File: src/rtl/seq1001_gen_if.sv
// Handshake/data bundle between the stimulus controller and the seq1001_gen pattern generator.
interface seq1001_gen_if #(
  parameter int unsigned WIDTH = 8
);
  logic             start;
  logic [WIDTH-1:0] pattern;
  logic [3:0]       rep;
  logic             x;
  logic             valid;
  logic             busy;
  logic             done;
  logic [7:0]       hit_cnt;

  modport master (
    output start, pattern, rep,
    input  x, valid, busy, done, hit_cnt
  );

  modport slave (
    input  start, pattern, rep,
    output x, valid, busy, done, hit_cnt
  );
endinterface

File: src/rtl/seq1001_gen.sv
// Serial MSB-first pattern generator feeding the 1001 detector, with repeat count and handshake.
// Optional hit counter enabled by defining SEQ1001_GEN_SELFCHECK_EN.
module seq1001_gen #(
  parameter int unsigned WIDTH = 8
) (
  input logic            clk,
  input logic            rst_n,
  seq1001_gen_if.slave   bus
);

  localparam int unsigned CntW = $clog2(WIDTH);

  typedef enum logic [1:0] {StIdle, StShift, StDone} state_e;

  state_e           state_q, state_d;
  logic [WIDTH-1:0] sr_q, sr_d;
  logic [CntW-1:0]  bit_cnt_q, bit_cnt_d;
  logic [3:0]       rep_q, rep_d;
  logic             x_q, x_d;
  logic             valid_q, valid_d;
  logic             busy_q, busy_d;
  logic             done_q, done_d;

  always_comb begin
    state_d   = state_q;
    sr_d      = sr_q;
    bit_cnt_d = bit_cnt_q;
    rep_d     = rep_q;
    unique case (state_q)
      StIdle: begin
        if (bus.start) begin
          sr_d      = bus.pattern;
          rep_d     = bus.rep;
          bit_cnt_d = '0;
          state_d   = StShift;
        end
      end
      StShift: begin
        // Rotate rather than shift so each repetition reuses the captured pattern.
        sr_d = {sr_q[WIDTH-2:0], sr_q[WIDTH-1]};
        if (bit_cnt_q == CntW'(WIDTH - 1)) begin
          bit_cnt_d = '0;
          if (rep_q == 4'd0) begin
            state_d = StDone;
          end else begin
            rep_d = rep_q - 4'd1;
          end
        end else begin
          bit_cnt_d = bit_cnt_q + CntW'(1);
        end
      end
      StDone: begin
        state_d = StIdle;
      end
      default: begin
        state_d = StIdle;
      end
    endcase

    // Outputs are registered from the next state so they line up with the state they describe.
    valid_d = (state_d == StShift);
    x_d     = valid_d & sr_d[WIDTH-1];
    busy_d  = (state_d != StIdle);
    done_d  = (state_d == StDone);
  end

  always_ff @(posedge clk or negedge rst_n) begin
    if (!rst_n) begin
      state_q   <= StIdle;
      sr_q      <= '0;
      bit_cnt_q <= '0;
      rep_q     <= '0;
      x_q       <= 1'b0;
      valid_q   <= 1'b0;
      busy_q    <= 1'b0;
      done_q    <= 1'b0;
    end else begin
      state_q   <= state_d;
      sr_q      <= sr_d;
      bit_cnt_q <= bit_cnt_d;
      rep_q     <= rep_d;
      x_q       <= x_d;
      valid_q   <= valid_d;
      busy_q    <= busy_d;
      done_q    <= done_d;
    end
  end

  assign bus.x     = x_q;
  assign bus.valid = valid_q;
  assign bus.busy  = busy_q;
  assign bus.done  = done_q;

`ifdef SEQ1001_GEN_SELFCHECK_EN
  logic [2:0] hist_q, hist_d;
  logic [7:0] hit_q, hit_d;

  always_comb begin
    hist_d = hist_q;
    hit_d  = hit_q;
    if ((state_q == StIdle) && bus.start) begin
      hist_d = '0;
      hit_d  = '0;
    end else if (valid_q) begin
      // Overlap falls out naturally: the matching final 1 stays in the history.
      hist_d = {hist_q[1:0], x_q};
      if (({hist_q, x_q} == 4'b1001) && (hit_q != 8'hFF)) begin
        hit_d = hit_q + 8'd1;
      end
    end
  end

  always_ff @(posedge clk or negedge rst_n) begin
    if (!rst_n) begin
      hist_q <= '0;
      hit_q  <= '0;
    end else begin
      hist_q <= hist_d;
      hit_q  <= hit_d;
    end
  end

  assign bus.hit_cnt = hit_q;
`else
  assign bus.hit_cnt = '0;
`endif

endmodule
File: src/flat_wrapper.sv
// flat-port wrapper written by rule: the top's interface ports become plain ports
module seq1001_gen_flat 
#(
  parameter int unsigned WIDTH = 8
)
  (clk, rst_n, bus_start, bus_pattern, bus_rep, bus_x, bus_valid, bus_busy, bus_done, bus_hit_cnt);
  seq1001_gen_if #(.WIDTH(WIDTH)) bus_i ();
  input logic clk;
  input logic rst_n;
  input wire logic [$bits(bus_i.start)-1:0] bus_start;
  input wire logic [$bits(bus_i.pattern)-1:0] bus_pattern;
  input wire logic [$bits(bus_i.rep)-1:0] bus_rep;
  output wire logic [$bits(bus_i.x)-1:0] bus_x;
  output wire logic [$bits(bus_i.valid)-1:0] bus_valid;
  output wire logic [$bits(bus_i.busy)-1:0] bus_busy;
  output wire logic [$bits(bus_i.done)-1:0] bus_done;
  output wire logic [$bits(bus_i.hit_cnt)-1:0] bus_hit_cnt;
  assign bus_i.start = bus_start;
  assign bus_i.pattern = bus_pattern;
  assign bus_i.rep = bus_rep;
  assign bus_x = bus_i.x;
  assign bus_valid = bus_i.valid;
  assign bus_busy = bus_i.busy;
  assign bus_done = bus_i.done;
  assign bus_hit_cnt = bus_i.hit_cnt;
  seq1001_gen #(.WIDTH(WIDTH)) u_core (.clk(clk), .rst_n(rst_n), .bus(bus_i));
endmodule
File: config.mk
export PLATFORM = sky130hd
export DESIGN_NAME = seq1001_gen_flat
export DESIGN_NICKNAME = d
export VERILOG_FILES = /design/src/rtl/seq1001_gen_if.sv /design/src/rtl/seq1001_gen.sv /design/src/flat_wrapper.sv
export SDC_FILE = /design/constraint.sdc
export NUM_CORES = 1
export LEC_CHECK = 0
export CAP_MARGIN = 15
export CORE_MARGIN = 5
export CORE_UTILIZATION = 45
export CTS_CLUSTER_SIZE = 40
export DETAILED_ROUTE_END_ITERATION = 16
export PLACE_DENSITY = 0.74
export SLEW_MARGIN = 40
export SYNTH_ARGS = -nofsm -noshare
export SYNTH_HDL_FRONTEND = slang
export SYNTH_SLANG_ARGS = --single-unit
File: constraint.sdc
create_clock -name clk -period 1.91 [get_ports clk]
set_clock_uncertainty 0.15 [all_clocks]
set_input_delay 0.382 -clock clk [delete_from_list [all_inputs] [get_ports clk]]
set_output_delay 0.382 -clock clk [all_outputs]
set_load 0.01 [all_outputs]
==> results of run 1 <==
logic make-up after synthesis:
family / Yosys count / synth area share, %
adder cells (fa/ha/maj): 3 / 3.42
AO/OA/AOI/OAI: 29 / 18.4
other: 1 / 0.342
multiplexers: 1 / 0.912
AND/OR/NAND/NOR: 38 / 19.8
flip-flops: 21 / 47.9
buffers and inverters: 16 / 9.24
routing by layer:
layer	vias to the layer above	part of all wire, %
li1	420	-
met1	393	46
met2	25	47
met3	4	5.2
met4	0	1.9
met5	-	0
power by group through the flow:
stage / clock, mW / sequential (mW) / combinational, mW
floorplan: 0 / 0.696 / 0.452
global placement: 0 / 0.715 / 0.586
detailed placement: 0 / 0.717 / 0.609
CTS: 0.214 / 0.712 / 0.612
global route: 0.231 / 0.737 / 0.686
finish: 0.202 / 0.713 / 0.602
critical path, stage by stage (launching register included):
cell                      delay, ps
sky130_fd_sc_hd__dfrtp_1        390
sky130_fd_sc_hd__inv_1           90
sky130_fd_sc_hd__ha_1           200
sky130_fd_sc_hd__or3b_4         400
sky130_fd_sc_hd__a21oi_2        240
sky130_fd_sc_hd__mux2i_1        220
sequential cells by signal, summed over array words and instances, names as in the netlist:
register and cells:
u_core.bit_cnt_q 3, u_core.bus.valid 1, u_core.sr_q 8, u_core.bus.x 1
u_core.rep_q 4, u_core.bus.busy 1, u_core.bus.done 1, u_core.state_q 2
layout make-up:
| cell class | instances | area [um^2] | share of cell area [%] |
|---|---|---|---|
| Sequential cell | 21 | 526 | 39.4 |
| Tap cell | 28 | 35.0 | 2.62 |
| Inverter | 3 | 11.3 | 0.843 |
| Timing Repair Buffer | 26 | 240 | 18.0 |
| Multi-Input combinational cell | 79 | 497 | 37.2 |
| Clock buffer | 4 | 26.3 | 1.97 |
metrics by stage:
step	power [mW]	util (%)	setup slack, ps	hold slack (ps)
after floorplan	1.15	-	312	-63.6
after global placement	1.30	57.5	25.4	317
after detailed placement	1.33	57.5	0.244	327
after CTS	1.54	58.7	135	254
after global routing	1.65	58.7	71.3	264
final	1.52	58.7	155	257
synthesized netlist by cell type (all sizes together), types with 2 or more instances:
cell and number:
or3b 2, nand3b 2, nor3b 3, o21ai 8, nand3 4, nand2 17, a21oi 3, nor2 2
inv 3, nor2b 2, dfrtp 21, a21o 3, buf 12, a22oi 8, ha 3
worst max-delay path by stage:
stage,from,slack [ps],endpoint,depth (start not counted)
after detailed placement,bus_start,0.2,u_core.rep_q[2],4
after global placement,bus_start,30,u_core.rep_q[2],4
after floorplan,u_core.rep_q[0],310,u_core.rep_q[1],5
final,u_core.rep_q[0],160,u_core.rep_q[1],5
after CTS,u_core.rep_q[0],140,u_core.rep_q[1],5
after global routing,u_core.rep_q[0],70,u_core.rep_q[1],5
==> results.rst, run 1 <==
.. list-table::
   :header-rows: 1

   * - Metric
     - Value
   * - Final hold viol count
     - 0
   * - Final estimated routing congestion in global placement
     - a little over 0.8
   * - Number of warnings reported in the yosys synthesis log
     - 0
   * - Most common library cell in the layout ignoring fill and taps
     - sky130_fd_sc_hd__dfrtp_1
   * - Rows
     - 17
   * - H-tree depth
     - 1
   * - DRC
     - 0
   * - Share of async-settable or async-resettable flops after synthesis
     - 100%
   * - Layout overhead on the synthesized area
     - 21.7%
   * - RSZ-0062 raised after global routing
     - no
   * - GRT Resource Usage Total
     - roughly an eighth
   * - Worst hold path class
     - primary input to async pin
   * - GR met2 Demand/Resource
     - 20.3%
   * - DIE AREA
     - about 3500 um^2
   * - Fraction of met1 tracks used by global routing
     - between 15 and 20%
   * - Internal portion of total power
     - a little over 1 mW
   * - Met3 GRT Util
     - under 10%
   * - # setup viols final
     - 0
   * - Period utilization
     - 91.9%
   * - Cts repair resizes
     - 0
   * - Fill cell instance count of the final layout
     - 191
   * - Share of power burned in the clock network
     - about an eighth
   * - Total Nets Final
     - between 150 and 200
   * - Synth Register Bits
     - 21
   * - Net Sw Power
     - a little over 500 uW
   * - Routed WL
     - ~2100 um
   * - Worst supply voltage drop on vdd
     - 0.633 mV
   * - Wire length of the first global-routing pass
     - 3510 um
   * - Synthesized instance count
     - between 100 and 150
   * - Power Dens Cells
     - ~1100 nW/um^2
   * - Post-layout min period
     - ~1800 ps
   * - Proportion of layout cells with a drive suffix above 1
     - around an eighth
   * - IO Count
     - 27
   * - Most frequent cells in the layout
     - sky130_fd_sc_hd__dfrtp_1 (21), sky130_fd_sc_hd__clkdlybuf4s50_1 (18), sky130_fd_sc_hd__nand2_1 (17)
   * - Main area contributors after synthesis
     - sky130_fd_sc_hd__dfrtp_1 (48%), sky130_fd_sc_hd__nand2_1 (5.8%), sky130_fd_sc_hd__a22oi_1 (5.5%)
   * - Run status
     - complete, no violations
   * - Insertion delay of the later-clocked pin in the worst-skew pair
     - ~300 ps
   * - Net Sw Frac
     - 33.5%
   * - Placed cell areas
     - 1310 um^2
   * - Post-CTS setup buffers
     - 0
   * - Reg-to-Reg End
     - u_core.rep_q[1]
   * - Detail-routed net length per standard cell
     - 13.2 um
   * - Fin Setup TNS
     - 0 ps
   * - Share of total power in sequential cells
     - a little under half
   * - Effective utilization at floorplan
     - 48.2%
   * - Clock Tree Buf Depth
     - 2
   * - Number of port buffers
     - 18
   * - Register area share after synthesis
     - 47.9%
   * - Required time worst endpoint
     - roughly 2000 ps
   * - Number of detailed-routing iterations run before antenna repair
     - 4
   * - Number of global-route vias before repair
     - 814
   * - Chip Height
     - about 59 um
   * - Post-route standard cell area excluding fillers
     - 1340 um^2
   * - Number of maximum-capacitance constraint violations
     - 0
   * - CP Max Fanout
     - 4
   * - DP Wirelength
     - around 1600 um
   * - Count of inserted antenna diode cells
     - 0
   * - Cell taking the most area after synthesis
     - sky130_fd_sc_hd__dfrtp_1
   * - CTS tree
     - yes
   * - Maximum operating frequency
     - between 0.5 and 0.6 GHz
   * - Post-DR vias/cell
     - between 5 and 6
   * - Final Max Slew Viols
     - 0
   * - Leakage power figure
     - approximately 0.60 nW
   * - Layer carrying the most global-route usage
     - met2
   * - Power share of the combinational group
     - roughly two fifths
   * - Clock buffer count from CTS
     - 3
   * - Clock sinks
     - 21
   * - Clock transition at path regs
     - 100 ps
   * - Total number of vias
     - ~840
   * - Crit path kind
     - flip-flop to flip-flop
   * - Average instance area after synthesis
     - 10.1 um^2
   * - Dominant synthesized flop cell
     - sky130_fd_sc_hd__dfrtp_1
   * - Placeable core region
     - around 2300 um^2
   * - Endpoint type of the worst setup path
     - flip-flop
   * - Die span in x
     - 59.4 um
   * - Maximum number of pins on one net before global-route repair
     - 22
   * - Clock tree root driver cell
     - sky130_fd_sc_hd__clkbuf_4
   * - Synth Cell Area
     - approximately 1100 um^2
   * - Aggregate global routing overflow
     - 0
   * - Number of cells in the design after placement
     - roughly 160
   * - Worst Path Arrival
     - about 1800 ps
   * - Register-to-Register Path Depth
     - 5
   * - EDFF count, synth
     - 0
   * - Synth cell types
     - 37
   * - Area share of the largest cell type after synthesis
     - roughly 48%
   * - Number of standard cells in the final layout excluding fillers
     - approximately 160
   * - Residual antenna-violating net count after detailed routing
     - 0
   * - Antenna violations before repair
     - 0
   * - Nature of the critical path startpoint
     - flip-flop
   * - Worst-case register-to-register setup slack
     - approximately 160 ps
   * - CTS Hold Bufs
     - 0
   * - Detailed router's first-iteration violation count
     - 19
   * - Reg2Reg Launch Point
     - u_core.rep_q[0]
Power figures use the tool's default switching activity.
==> inputs of run 2 (changes only) <==
SKIP_CTS_REPAIR_TIMING = 1   (was default)
==> results of run 2 <==
No change in the layout: final DEF, timing and power equal those of run 1.
==> inputs of run 3 (changes only) <==
CORE_ASPECT_RATIO = 0.75   (was default)
HOLD_SLACK_MARGIN = 0.1   (was default)
SLEW_MARGIN = default   (was 40)
==> results.rst, run 3 (synthesis gave the netlist of run 1 again) <==
.. list-table::
   :header-rows: 1

   * - Metric
     - Value
   * - Run status
     - complete, no violations
   * - Layout overhead on the synthesized area
     - 21.7% (unchanged)
   * - Leakage power figure
     - 0.592 nW (-0.81%)
   * - Placeable core region
     - 2310 um^2 (+1.4%)
   * - Reg2Reg Launch Point
     - u_core.rep_q[0]
   * - Cell Chain, Critical Path
     - inv_1 > ha_1 > or3b_4 > a21oi_2 > mux2i_1
   * - Net Sw Frac
     - 34.4% (+0.99 points)
   * - GRT Resource Usage Total
     - 13.5% (+0.29 points)
   * - Fill cell instance count of the final layout
     - 195 (+2.1%)
   * - Final estimated routing congestion in global placement
     - 0.785 (-4.1%)
   * - Worst hold path class
     - primary input to async pin
   * - Clock sinks
     - 21 (unchanged)
   * - Clock buffer count from CTS
     - 3 (unchanged)
   * - # setup viols final
     - 0 (unchanged)
   * - Post-layout min period
     - 1800 ps (+46.9 ps)
   * - Reg-to-Reg End
     - u_core.rep_q[1]
   * - Power share of the combinational group
     - 39.0% (-0.7 points)
   * - Net Sw Power
     - 527 uW (+4.0%)
   * - Path length in cells of the critical path
     - 5 (unchanged)
   * - Chip Height
     - 52.8 um (-11%)
   * - Period utilization
     - 94.3% (+2.5 points)
   * - Final Max Slew Viols
     - 0 (unchanged)
   * - Category of cells accounting for the largest share of critical-path delay
     - simple AND/OR/NAND/NOR gates
   * - Detail-routed net length per standard cell
     - 13.4 um (+1.9%)
   * - Maximum number of pins on one net before global-route repair
     - 22 (unchanged)
   * - Post-placement setup slack
     - 14.6 ps (+14.4 ps)
   * - Endpoint type of the worst setup path
     - flip-flop
   * - Post-DR vias/cell
     - 5.21 (-0.36%)
   * - Worst Path Arrival
     - 1880 ps (+50 ps)
   * - Share of power burned in the clock network
     - 14.0% (+0.7 points)
   * - DRC
     - 0 (unchanged)
   * - Final hold viol count
     - 0 (unchanged)
   * - Clock Tree Buf Depth
     - 2 (unchanged)
   * - Total Nets Final
     - 151 (-0.66%)
   * - Required time worst endpoint
     - 1990 ps (about the same)
   * - DP Wirelength
     - 1700 um (+3.4%)
   * - Maximum operating frequency
     - 0.555 GHz (-2.6%)
   * - Placed cell areas
     - 1310 um^2 (unchanged)
   * - Insertion delay of the later-clocked pin in the worst-skew pair
     - 300 ps (about the same)
   * - Internal portion of total power
     - 1.00 mW (-0.54%)
   * - Post-route standard cell area excluding fillers
     - 1340 um^2 (unchanged)
   * - Crit path kind
     - flip-flop to flip-flop
   * - Top register by number of flip-flops
     - u_core.sr_q
   * - RSZ-0062 raised after global routing
     - no
   * - Fin Setup TNS
     - 0 ps (unchanged)
   * - Tightest hold margin
     - 252 ps (-5.28 ps)
   * - Most frequent cells in the layout
     - sky130_fd_sc_hd__dfrtp_1 (21), sky130_fd_sc_hd__clkdlybuf4s50_1 (18), sky130_fd_sc_hd__nand2_1 (17), sky130_fd_sc_hd__a22oi_1 (8), sky130_fd_sc_hd__conb_1 (8)
   * - Number of detailed-routing iterations run before antenna repair
     - 4 (unchanged)
   * - Aggregate global routing overflow
     - 0 (unchanged)
   * - Worst-case register-to-register setup slack
     - 110 ps (-50 ps)
   * - Rows
     - 15 (-2)
   * - Most common library cell in the layout ignoring fill and taps
     - sky130_fd_sc_hd__dfrtp_1
   * - Power Dens Cells
     - 1150 nW/um^2 (+0.96%)
   * - Largest registers
     - u_core.sr_q x8, u_core.rep_q x4, u_core.bit_cnt_q x3
   * - Crit-path max cell delay
     - 400 ps (about the same)
   * - Detailed router's first-iteration violation count
     - 32 (+13)
   * - Number of maximum-capacitance constraint violations
     - 0 (unchanged)
   * - Nature of the critical path startpoint
     - flip-flop
   * - Critical path's slowest cell
     - sky130_fd_sc_hd__or3b_4
   * - Number of cells in the design after placement
     - 162 (+3.2%)
   * - Share of total power in sequential cells
     - 47.1% (about the same)
   * - CP Max Fanout
     - 4 (unchanged)
   * - Routed WL
     - 2230 um (+5.0%)
   * - Number of port buffers
     - 18 (unchanged)
   * - Die span in x
     - 67.0 um (+13%)
   * - Number of standard cells in the final layout excluding fillers
     - 166 (+3.1%)
   * - Clock transition at path regs
     - 110 ps (about the same)
   * - IO Count
     - 27 (unchanged)
   * - Worst setup path startpoint
     - u_core.rep_q[0]
   * - Antenna violations before repair
     - 0 (unchanged)
   * - Overall Power
     - 1.53 mW (+0.96%)
   * - Wire length of the first global-routing pass
     - 3460 um (-1.6%)
   * - Register-to-Register Path Depth
     - 5 (unchanged)
   * - CTS tree
     - yes
   * - Number of global-route vias before repair
     - 806 (-0.98%)
   * - Core occupancy in the finished layout
     - 57.8% (-0.83 points)
   * - Buffer and inverter count on the worst path
     - 1 (unchanged)
   * - Proportion of layout cells with a drive suffix above 1
     - 12.1% (-0.66 points)
   * - Residual antenna-violating net count after detailed routing
     - 0 (unchanged)
   * - H-tree depth
     - 1 (unchanged)
   * - Count of inserted antenna diode cells
     - 0 (unchanged)
   * - DIE AREA
     - 3540 um^2 (+0.29%)
   * - Total number of vias
     - 865 (+2.7%)
   * - Worst supply voltage drop on vdd
     - 0.605 mV (-4.4%)
   * - Setup WS post-layout
     - 109 ps (-46.9 ps)
   * - Number of flip-flops in the largest register
     - 8 (unchanged)
   * - Clock tree root driver cell
     - sky130_fd_sc_hd__clkbuf_4
   * - Effective utilization at floorplan
     - 47.5% (-0.68 points)
==> run 3: changes by cell type in the layout (fill, tap and decap cells not counted), sizes merged <==
| cell | before | now |
|---|---|---|
| buf | 8 | 7 |
==> run 3: metal layers <==
metal	up-vias	global-route usage, %	share of wire (%)
li1	419	-	-
met1	409	17.4	47
met2	33	20.6	46
met3	4	4.29	5.9
met4	0	6.40	1.7
met5	-	0	0
==> run 3: worst register-to-register path, cell delays in order (launching register included) <==
cell and delay, ps:
sky130_fd_sc_hd__dfrtp_1 390, sky130_fd_sc_hd__inv_1 100, sky130_fd_sc_hd__ha_1 200, sky130_fd_sc_hd__or3b_4 400
sky130_fd_sc_hd__a21oi_2 260, sky130_fd_sc_hd__mux2i_1 230
==> run 3: area by class of cell <==
cell class	count	area, um^2	area share, %
Sequential cell	21	526	39.4
Multi-Input combinational cell	79	497	37.2
Timing Repair Buffer	25	233	17.4
Tap cell	34	42.5	3.19
Clock buffer	4	26.3	1.97
Inverter	3	11.3	0.843
==> run 3: power groups by stage <==
stage               logic [mW]  clock network (mW)  registers [mW]
floorplan                0.452                   0           0.696
global placement         0.568                   0           0.722
detailed placement       0.607                   0           0.725
CTS                      0.603               0.217           0.718
global route             0.662               0.235           0.738
finish                   0.597               0.214           0.720
==> run 3: worst max-delay path by stage <==
stage	end	slack (ps)
after global routing	u_core.rep_q[1]	0.7
after CTS	u_core.rep_q[1]	100
after floorplan	u_core.rep_q[1]	310
after detailed placement	u_core.rep_q[2]	10
after global placement	u_core.rep_q[2]	70
final	u_core.rep_q[1]	110
